<file path="src/rtl/pu_pkg.sv">
// Shared PU definitions: control constants, default widths and the send-DMA
// state encoding.
package pu_pkg;

   localparam logic ASSERT = 1'b1;
   localparam logic NEGATE = 1'b0;

   localparam int PU_DW = 16;
   localparam int PU_AW = 8;
   localparam int PU_PW = 4;

   // Words the send DMA may have buffered or in flight from the data memory.
   localparam int SKID_DEPTH = 2;

   typedef enum logic [1:0] {
      IDLE  = 2'd0,
      READ  = 2'd1,
      DRAIN = 2'd2,
      FIN   = 2'd3
   } send_state_t;

endpackage

</file>
<file path="src/rtl/pu_skid_fifo.sv">
// Two-entry FIFO with fall-through: a word pushed into an empty FIFO is
// visible at head in the same cycle and may be popped without being stored.
module pu_skid_fifo
   import pu_pkg::*;
#(
   parameter int DW = PU_DW
) (
   input  logic          clk,
   input  logic          rst,
   input  logic          push,
   input  logic [DW-1:0] push_data,
   input  logic          pop,
   output logic [DW-1:0] head,
   output logic [1:0]    count,
   output logic          avail
);

   logic [DW-1:0] mem [SKID_DEPTH];
   logic          wr_ptr;
   logic          rd_ptr;
   logic          store;
   logic          take;

   always_comb begin
      store = push && !(pop && (count == 2'd0));
      take  = pop && (count != 2'd0);
      avail = (count != 2'd0) || push;
      head  = '0;
      if (count != 2'd0) begin
         head = mem[rd_ptr];
      end else if (push) begin
         head = push_data;
      end
   end

   always_ff @(posedge clk or posedge rst) begin
      if (rst) begin
         mem[0] <= '0;
         mem[1] <= '0;
         wr_ptr <= 1'b0;
         rd_ptr <= 1'b0;
         count  <= 2'd0;
      end else begin
         if (store) begin
            mem[wr_ptr] <= push_data;
            wr_ptr      <= ~wr_ptr;
         end
         if (take) begin
            rd_ptr <= ~rd_ptr;
         end
         count <= count + {1'b0, store} - {1'b0, take};
      end
   end

endmodule

</file>
<file path="src/rtl/pu_send_dma.sv">
// SEND command engine: reads a block of data-memory words and streams them to
// the inter-PU link, stalling the PU via busy until the last word is accepted.
module pu_send_dma
   import pu_pkg::*;
#(
   parameter int DW = PU_DW,
   parameter int AW = PU_AW,
   parameter int PW = PU_PW
) (
   input  logic          clk,
   input  logic          rst,
   input  logic          send,
   input  logic [DW-1:0] addr,
   input  logic [DW-1:0] size,
   input  logic [PW-1:0] port,
   output logic          busy,
   output logic          done,
   output logic          dm_re,
   output logic [AW-1:0] dm_addr,
   input  logic [DW-1:0] dm_rdata,
   output logic          tx_valid,
   output logic [DW-1:0] tx_data,
   output logic [PW-1:0] tx_port,
   output logic          tx_last,
   input  logic          tx_ready
);

   localparam logic [DW-1:0] ONE = DW'(1);

   send_state_t   state;
   send_state_t   state_next;
   logic [AW-1:0] cur_addr;
   logic [DW-1:0] rd_left;
   logic [DW-1:0] tx_left;
   logic          inflight;
   logic [1:0]    fifo_count;
   logic          has_credit;
   logic          tx_fire;
   logic          unused_addr_hi;

   assign unused_addr_hi = ^addr[DW-1:AW];

   // Reads in flight count against the FIFO so returned data always has room.
   assign has_credit = ({1'b0, fifo_count} + {2'b0, inflight}) < 3'(SKID_DEPTH);
   assign tx_fire    = tx_valid && tx_ready;
   assign tx_last    = tx_valid && (tx_left == ONE);
   assign dm_addr    = dm_re ? cur_addr : '0;

   always_ff @(posedge clk or posedge rst) begin
      if (rst) begin
         state <= IDLE;
      end else begin
         state <= state_next;
      end
   end

   always_comb begin
      state_next = state;
      busy       = (state != IDLE);
      done       = NEGATE;
      dm_re      = NEGATE;
      case (state)
         IDLE: begin
            if (send) begin
               state_next = (size == '0) ? FIN : READ;
            end
         end
         READ: begin
            if ((rd_left != '0) && has_credit) begin
               dm_re = ASSERT;
            end
            if (dm_re && (rd_left == ONE)) begin
               state_next = DRAIN;
            end
         end
         DRAIN: begin
            if (tx_fire && (tx_left == ONE)) begin
               state_next = FIN;
            end
         end
         FIN: begin
            done       = ASSERT;
            state_next = IDLE;
         end
         default: state_next = IDLE;
      endcase
   end

   always_ff @(posedge clk or posedge rst) begin
      if (rst) begin
         cur_addr <= '0;
         rd_left  <= '0;
         tx_left  <= '0;
         tx_port  <= '0;
         inflight <= 1'b0;
      end else begin
         inflight <= dm_re;
         if ((state == IDLE) && send) begin
            cur_addr <= addr[AW-1:0];
            rd_left  <= size;
            tx_left  <= size;
            tx_port  <= port;
         end else begin
            if (dm_re) begin
               cur_addr <= cur_addr + AW'(1);
               rd_left  <= rd_left - ONE;
            end
            if (tx_fire) begin
               tx_left <= tx_left - ONE;
            end
         end
      end
   end

   pu_skid_fifo #(
      .DW (DW)
   ) u_fifo (
      .clk       (clk),
      .rst       (rst),
      .push      (inflight),
      .push_data (dm_rdata),
      .pop       (tx_fire),
      .head      (tx_data),
      .count     (fifo_count),
      .avail     (tx_valid)
   );

endmodule

</file>
<file path="config.mk">
export PLATFORM = sky130hd
export DESIGN_NAME = pu_send_dma
export DESIGN_NICKNAME = d
export VERILOG_FILES = /design/src/rtl/pu_pkg.sv /design/src/rtl/pu_skid_fifo.sv /design/src/rtl/pu_send_dma.sv
export SDC_FILE = /design/constraint.sdc
export NUM_CORES = 1
export LEC_CHECK = 0
export CAP_MARGIN = 10
export CORE_AREA = 10 10 119 89
export CTS_BUF_LIST = sky130_fd_sc_hd__clkbuf_16
export CTS_CLUSTER_SIZE = 10
export DETAILED_ROUTE_END_ITERATION = 7
export DIE_AREA = 0 0 129 99
export PLACE_DENSITY = 0.86
export SYNTH_ARGS = -nofsm -noshare
export SYNTH_HDL_FRONTEND = slang
export SYNTH_SLANG_ARGS = --single-unit
</file>
<file path="constraint.sdc">
create_clock -name clk -period 6.29 [get_ports clk]
set_input_delay 0.629 -clock clk [delete_from_list [all_inputs] [get_ports clk]]
set_output_delay 0.629 -clock clk [all_outputs]
set_load 0.1 [all_outputs]
</file>
=== Word level (Yosys, flattened, before mapping) ===
Index checks and enable logic that the tools add are counted.

* $add $sub $neg: 6
* $lt $le $gt $ge: 4
* Eq/ne operators: 8
* Multiplexer cells: 24
* Bitwise logic cells: 4
* Reductions and logical operators: 21

{| class="wikitable"
|+ Operator list
! operator !! count
|-
| two-way mux 16 bit || 10
|-
| bitwise mux 32 bit || 1
|-
| equality test 16 x 1 -> 1 bit (second input constant) || 2
|-
| subtractor 16 x 1 -> 16 bit (second input constant) || 2
|-
| two-way mux 8 bit || 3
|-
| demux 16 bit (select 1 bit) || 1
|-
| zero test 16 bit || 1
|-
| nonzero test 16 bit || 1
|-
| logical AND 1 bit || 10
|-
| adder 8 x 1 -> 8 bit (second input constant) || 1
|-
| two-way mux 2 bit || 4
|-
| case mux 2 bit (4 select lines) || 1
|-
| nonzero test 2 bit || 4
|-
| inequality test 2 bit (second input constant) || 3
|-
| equality test 2 bit (second input constant) || 2
|-
| greater-or-equal comparator 2 bit (second input constant) || 2
|-
| zero test 2 bit || 2
|-
| two-way mux 1 bit || 4
|-
| NOT 1 -> 2 bit || 2
|-
| adder 2 x 1 -> 3 bit || 1
|-
| < comparator 3 x 2 -> 1 bit (second input constant) || 1
|-
| AND reduction 3 bit || 1
|-
| adder 2 x 1 -> 2 bit || 1
|-
| equality test 2 x 1 -> 1 bit (second input constant) || 1
|-
| other kinds (5) || 6
|}

* Flip-flop bits (word level): 83
* Output and inout bits: 33
* Word-level logic and storage cells: 78

=== Longest topological paths before layout ===
* Depth after elaboration: 8
* Depth in mapped cells: 8
* Depth with buffers taken out: 7

=== By module ===
A second synthesis with hierarchy kept.

* Cell total of the unflattened synthesis: 443
* Area total of the unflattened synthesis: 4660.7 um2

{| class="wikitable"
|+ Modules (own cells, without submodules)
! module !! instances !! cells an instance !! area each (um2) !! seq. area each (um2)
|-
| pu_send_dma || 1 || 301 || 2798.9 || 1176.1
|-
| pu_skid_fifo || 1 || 142 || 1861.8 || 900.9
|}

=== Least setup slack after synthesis ===
No wires, ideal clock.

* Path type: reg2out
* From: reg u_fifo.rd_ptr
* To: out tx_data[10]
* Arrival: 3.397 ns
* Required time: 5.661 ns
* Path slack: 2.264 ns
* Stages on the path, launching flop included: 5
* Buffers on the path: 2
* Path through: dfrtp_1 > clkbuf_1 > buf_1 > mux2i_1 > o21ai_0

* Longest elaborated chain between the ends: 5

{| class="wikitable"
|+ Ends and longest elaborated chain
! what !! line !! source
|-
| from (decl) || pu_skid_fifo.sv:20 || <nowiki>logic rd_ptr;</nowiki>
|-
| from (signal assigned) || pu_skid_fifo.sv:49 || <nowiki>rd_ptr <= ~rd_ptr;</nowiki>
|-
| NOT 1 -> 2 bit (not written as such) || pu_skid_fifo.sv:30 || <nowiki>head = mem[rd_ptr];</nowiki>
|-
| two-way mux 16 bit (not written as such) (3 in a row) || pu_skid_fifo.sv:30 ||
|-
| two-way mux 16 bit || pu_skid_fifo.sv:29 || <nowiki>if (count != 2'd0) begin</nowiki>
|-
| to (decl) || pu_send_dma.sv:22 || <nowiki>output logic [DW-1:0] tx_data,</nowiki>
|}

No other way between the ends. The select of a mux whose other input is x is not followed.

=== Worst setup path after layout ===
* From: reg inflight
* To: out dm_addr[6]

* Longest elaborated chain between the ends: 7

{| class="wikitable"
|+ Ends and longest elaborated chain
! what !! line !! source
|-
| from (decl) || pu_send_dma.sv:35 || <nowiki>logic inflight;</nowiki>
|-
| from (signal assigned) || pu_send_dma.sv:97 || <nowiki>inflight <= dm_re;</nowiki>
|-
| adder 2 x 1 -> 3 bit || pu_send_dma.sv:44 || <nowiki>assign has_credit = ({1'b0, fifo_count} + {2'b0, inflight}) < 3'(SKID_DEPTH);</nowiki>
|-
| < comparator 3 x 2 -> 1 bit || pu_send_dma.sv:44 ||
|-
| logical AND 1 bit || pu_send_dma.sv:69 || <nowiki>if ((rd_left != '0) && has_credit) begin</nowiki>
|-
| two-way mux 1 bit || pu_send_dma.sv:69 ||
|-
| two-way mux 1 bit (2 in a row) || pu_send_dma.sv:62 || <nowiki>case (state)</nowiki>
|-
| two-way mux 8 bit || pu_send_dma.sv:47 || <nowiki>assign dm_addr = dm_re ? cur_addr : '0;</nowiki>
|-
| to (decl) || pu_send_dma.sv:19 || <nowiki>output logic [AW-1:0] dm_addr,</nowiki>
|}

No other way between the ends. The select of a mux whose other input is x is not followed.

==> summary.log <==
[yosys] top area cells in the synthesized netlist sky130_fd_sc_hd__dfrtp_1, sky130_fd_sc_hd__mux2_2, sky130_fd_sc_hd__xor2_1
[yosys] sequential-to-total area share from yosys stat 46.1%
[timing] Post-Route Hold Slack 477 ps
[route] number of detailed-route iterations in the first pass 5
[critical_path] Worst setup SP type register
[finish] net count reported at finish 587
[route] total number of vias 3635
[yosys] share of synthesized flip-flops with an asynchronous set or reset 100%
[timing] worst-case headroom to the max-slew limit 30.4%
[critical_path] CP delay by family, top buffers and inverters
[critical_path] type of the setup path with the least slack reg2out
[floorplanning] io pins 89
[route] Final ANT Viol Nets 0
[finish] area growth from synthesis to layout 25.9%
[clock_tree] setup bufs post-CTS 0
[global_routing] number of antenna violations at the first check in global routing 0
[placement] RD Place Congestion 0.853
[critical_path] CP Cell Sequence a21oi_1 > nand2_1 > a21oi_2 > and2_1 > clkdlybuf4s50_1
[yosys] number of unique standard cell types used by synthesis 47
[global_routing] largest net degree at the start of global routing 84
[clock_tree] Worst-path clk slew 60 ps
[critical_path] crit end category output pin
[finish] most common library cell in the layout ignoring fill and taps sky130_fd_sc_hd__dfrtp_1
[floorplanning] Die W 129 um
[yosys] Yosys warning total 0
[timing] worst setup slack after layout 1980 ps
[floorplanning] area of the core 8270 sq um
[critical_path] stage delay of the slowest cell on the critical path 1140 ps
[critical_path] cell type of the slowest stage on the worst timing path sky130_fd_sc_hd__clkdlybuf4s50_1
[route] average wire per standard cell 18.1 um
[clock_tree] clock tree from TritonCTS yes
[timing] Slew Limit Fails 0
[finish] area of the multi-input gates 2290 sq um
[clock_tree] sinks on the clock net 83
[yosys] post-synth design cell area 4500 sq um
[global_routing] number of global-route vias before repair 3746
[critical_path] Reg2Reg Setup Slack 3720 ps
[clock_tree] Resized cells post-CTS 0
[route] number of vias per cell 5.78
[timing] setup TNS 0 ps
[yosys] most used flip-flop cell after synthesis sky130_fd_sc_hd__dfrtp_1
[yosys] synthesized area per cell 10.1 sq um
[floorplanning] height of the die 99 um
[finish] number of antenna repair diodes 0
[finish] fraction of final layout cells sized beyond drive strength 1 11.5%
[critical_path] total buffers and inverters traversed by the critical path 1
[route] routed wire length 11.4 mm
[clock_tree] Clock Latency Late Sink 340 ps
[run_status] run status complete, no violations
[critical_path] largest fanout on the critical path 21
[flow_run] max-cap violations 0
[yosys] library cell occupying the most area in the post-synthesis netlist sky130_fd_sc_hd__dfrtp_1
[timing] final number of hold-violating endpoints 0
[route] detailed-route DRC error count 0
[timing] Peak Freq 232 MHz
[route] DRT iter0 DRCs 256
[global_routing] grt total ovfl 0
[finish] Reg area 2080 sq um
[finish] leading cell types in the layout, fill and taps excluded sky130_fd_sc_hd__dfrtp_1, sky130_fd_sc_hd__clkdlybuf4s50_1, sky130_fd_sc_hd__nand2_1, sky130_fd_sc_hd__mux2_2, sky130_fd_sc_hd__a21oi_1
[timing] Fin Clk Skew 4.81 ps
[floorplanning] std cell rows 28
[clock_tree] Bufs on Longest Clock Path 2
[timing] crit path time final 4310 ps
[yosys] top-area cell type share of the netlist area 46.1%
[placement] HPWL after detailed placement 8.09 mm
[floorplanning] starting density of the core 54.5%
[critical_path] Worst EP arrival 3680 ps
[placement] pre-CTS setup slack 2380 ps
[global_routing] overall fraction of global-route tracks in use 18.1%
[yosys] cell count after synthesis 447
[clock_tree] cts hold-fix bufs 0
[timing] RSZ-0062 raised after global routing false
[global_routing] wire length of the first global-routing pass 18.6 mm
[clock_tree] Root Buffer sky130_fd_sc_hd__clkbuf_16
[clock_tree] TritonCTS buffer count 9
[yosys] EDFF count, synth 0
[placement] IO Port Bufs 80
[floorplanning] full die area 12800 sq um
[yosys] number of synthesized register bits 83
[hold_path] Worst Hold Class reg2reg
[timing] Setup Viol. Count Final 0
[timing] portion of the clock cycle consumed by the worst path in the final layout 68.5%
[critical_path] data required time of the critical path 5660 ps
[yosys] post-synthesis net count 515
[timing] measured slew at the worst slew-check pin 1040 ps
[clock_tree] H-tree depth 3
[finish] Layout fillers 631
## area by class of cell
class | count | share of cell area, %
multi-input cells | 329 | 40.4
well taps | 105 | 2.32
repair buffers | 84 | 14.8
inverters | 12 | 0.817
clock inverters | 7 | 1.08
flip-flops and latches | 83 | 36.6
clock buffers | 9 | 3.97
## Yosys cell counts (2+ instances only)
cell                        n
sky130_fd_sc_hd__and3_1     3
sky130_fd_sc_hd__mux2_2    33
sky130_fd_sc_hd__clkbuf_1  17
sky130_fd_sc_hd__inv_1     12
sky130_fd_sc_hd__or3_1      4
sky130_fd_sc_hd__nand3_1   27
sky130_fd_sc_hd__nand4b_1   3
sky130_fd_sc_hd__and4_1     2
sky130_fd_sc_hd__and2_1     9
sky130_fd_sc_hd__xor2_1    21
sky130_fd_sc_hd__a21oi_1   31
sky130_fd_sc_hd__nand4_1    7
sky130_fd_sc_hd__dfrtp_1   83
sky130_fd_sc_hd__nor4_1     6
sky130_fd_sc_hd__nor4b_1    3
sky130_fd_sc_hd__nor3_1     5
sky130_fd_sc_hd__nand2b_1   2
sky130_fd_sc_hd__nor2_1    31
sky130_fd_sc_hd__o21ai_0   26
sky130_fd_sc_hd__a21o_1     3
sky130_fd_sc_hd__mux2i_1   18
sky130_fd_sc_hd__or4_1      5
sky130_fd_sc_hd__nand3b_1   2
sky130_fd_sc_hd__a21oi_2    2
sky130_fd_sc_hd__nand2_1   34
sky130_fd_sc_hd__nor2b_1    4
sky130_fd_sc_hd__ha_1      12
sky130_fd_sc_hd__xnor2_1   15
sky130_fd_sc_hd__buf_2      4
sky130_fd_sc_hd__a211oi_1   6
## worst paths after layout
| kind | cells after the start | startpoint | to |
|---|---|---|---|
| max in group asynchronous | 3 | rst | tx_left[11] |
| worst min register to register | 2 | tx_port[0] | tx_port[0] |
| worst max register to register | 5 | inflight | rd_left[1] |
| worst max-delay path | 5 | inflight | dm_addr[6] |
| worst min-delay path | 2 | tx_port[0] | tx_port[0] |
| min in group asynchronous | 3 | rst | u_fifo.mem[28] |
## flip-flops by register name (all words and copies together) (netlist names)
name           flops
u_fifo.rd_ptr      1
state              2
u_fifo.count       2
inflight           1
tx_left           16
u_fifo.mem        32
u_fifo.wr_ptr      1
tx_port            4
rd_left           16
cur_addr           8
## logic make-up (layout without fill, tap and decap cells)
| family | Yosys count | in the layout | synth area share, % |
|---|---|---|---|
| and+or+nand+nor | 150 | 150 | 17.3 |
| DFF | 83 | 83 | 46.1 |
| AOI/OAI and AO/OA | 80 | 80 | 10.9 |
| muxes | 51 | 51 | 12.3 |
| xor gates and xnor gates | 36 | 36 | 7.00 |
| buffers and inverters | 35 | 112 | 3.11 |
| adders and majority gates | 12 | 12 | 3.33 |
## stage by stage
step           util (%)  std cells  instance area, sq um
6_report           68.6        629                  5670
5_1_grt            68.6        629                  5670
4_1_cts            68.4        628                  5650
3_5_place_dp       64.9        612                  5370
3_3_place_gp       64.9        612                  5370
2_1_floorplan         -        447                  4500
## layer usage
metal | share of wire, % | up-vias | routed length (um) | track usage, %
li1 | - | 1731 | - | -
met1 | 45 | 1767 | 5110 | 23.0
met2 | 47 | 124 | 5330 | 28.2
met3 | 6.9 | 13 | 781 | 6.26
met4 | 1.2 | 0 | 139 | 5.75
met5 | 0 | - | 0 | 0
## worst min-delay path, stage by stage, from the launching register on
cell and delay [ps]:
sky130_fd_sc_hd__dfrtp_1 340, sky130_fd_sc_hd__nand2_1 50, sky130_fd_sc_hd__nand2_1 50
Power is left out: the tool's default activity adds up to more than one toggle a clock period on the data nets, which glitch-free logic cannot reach.
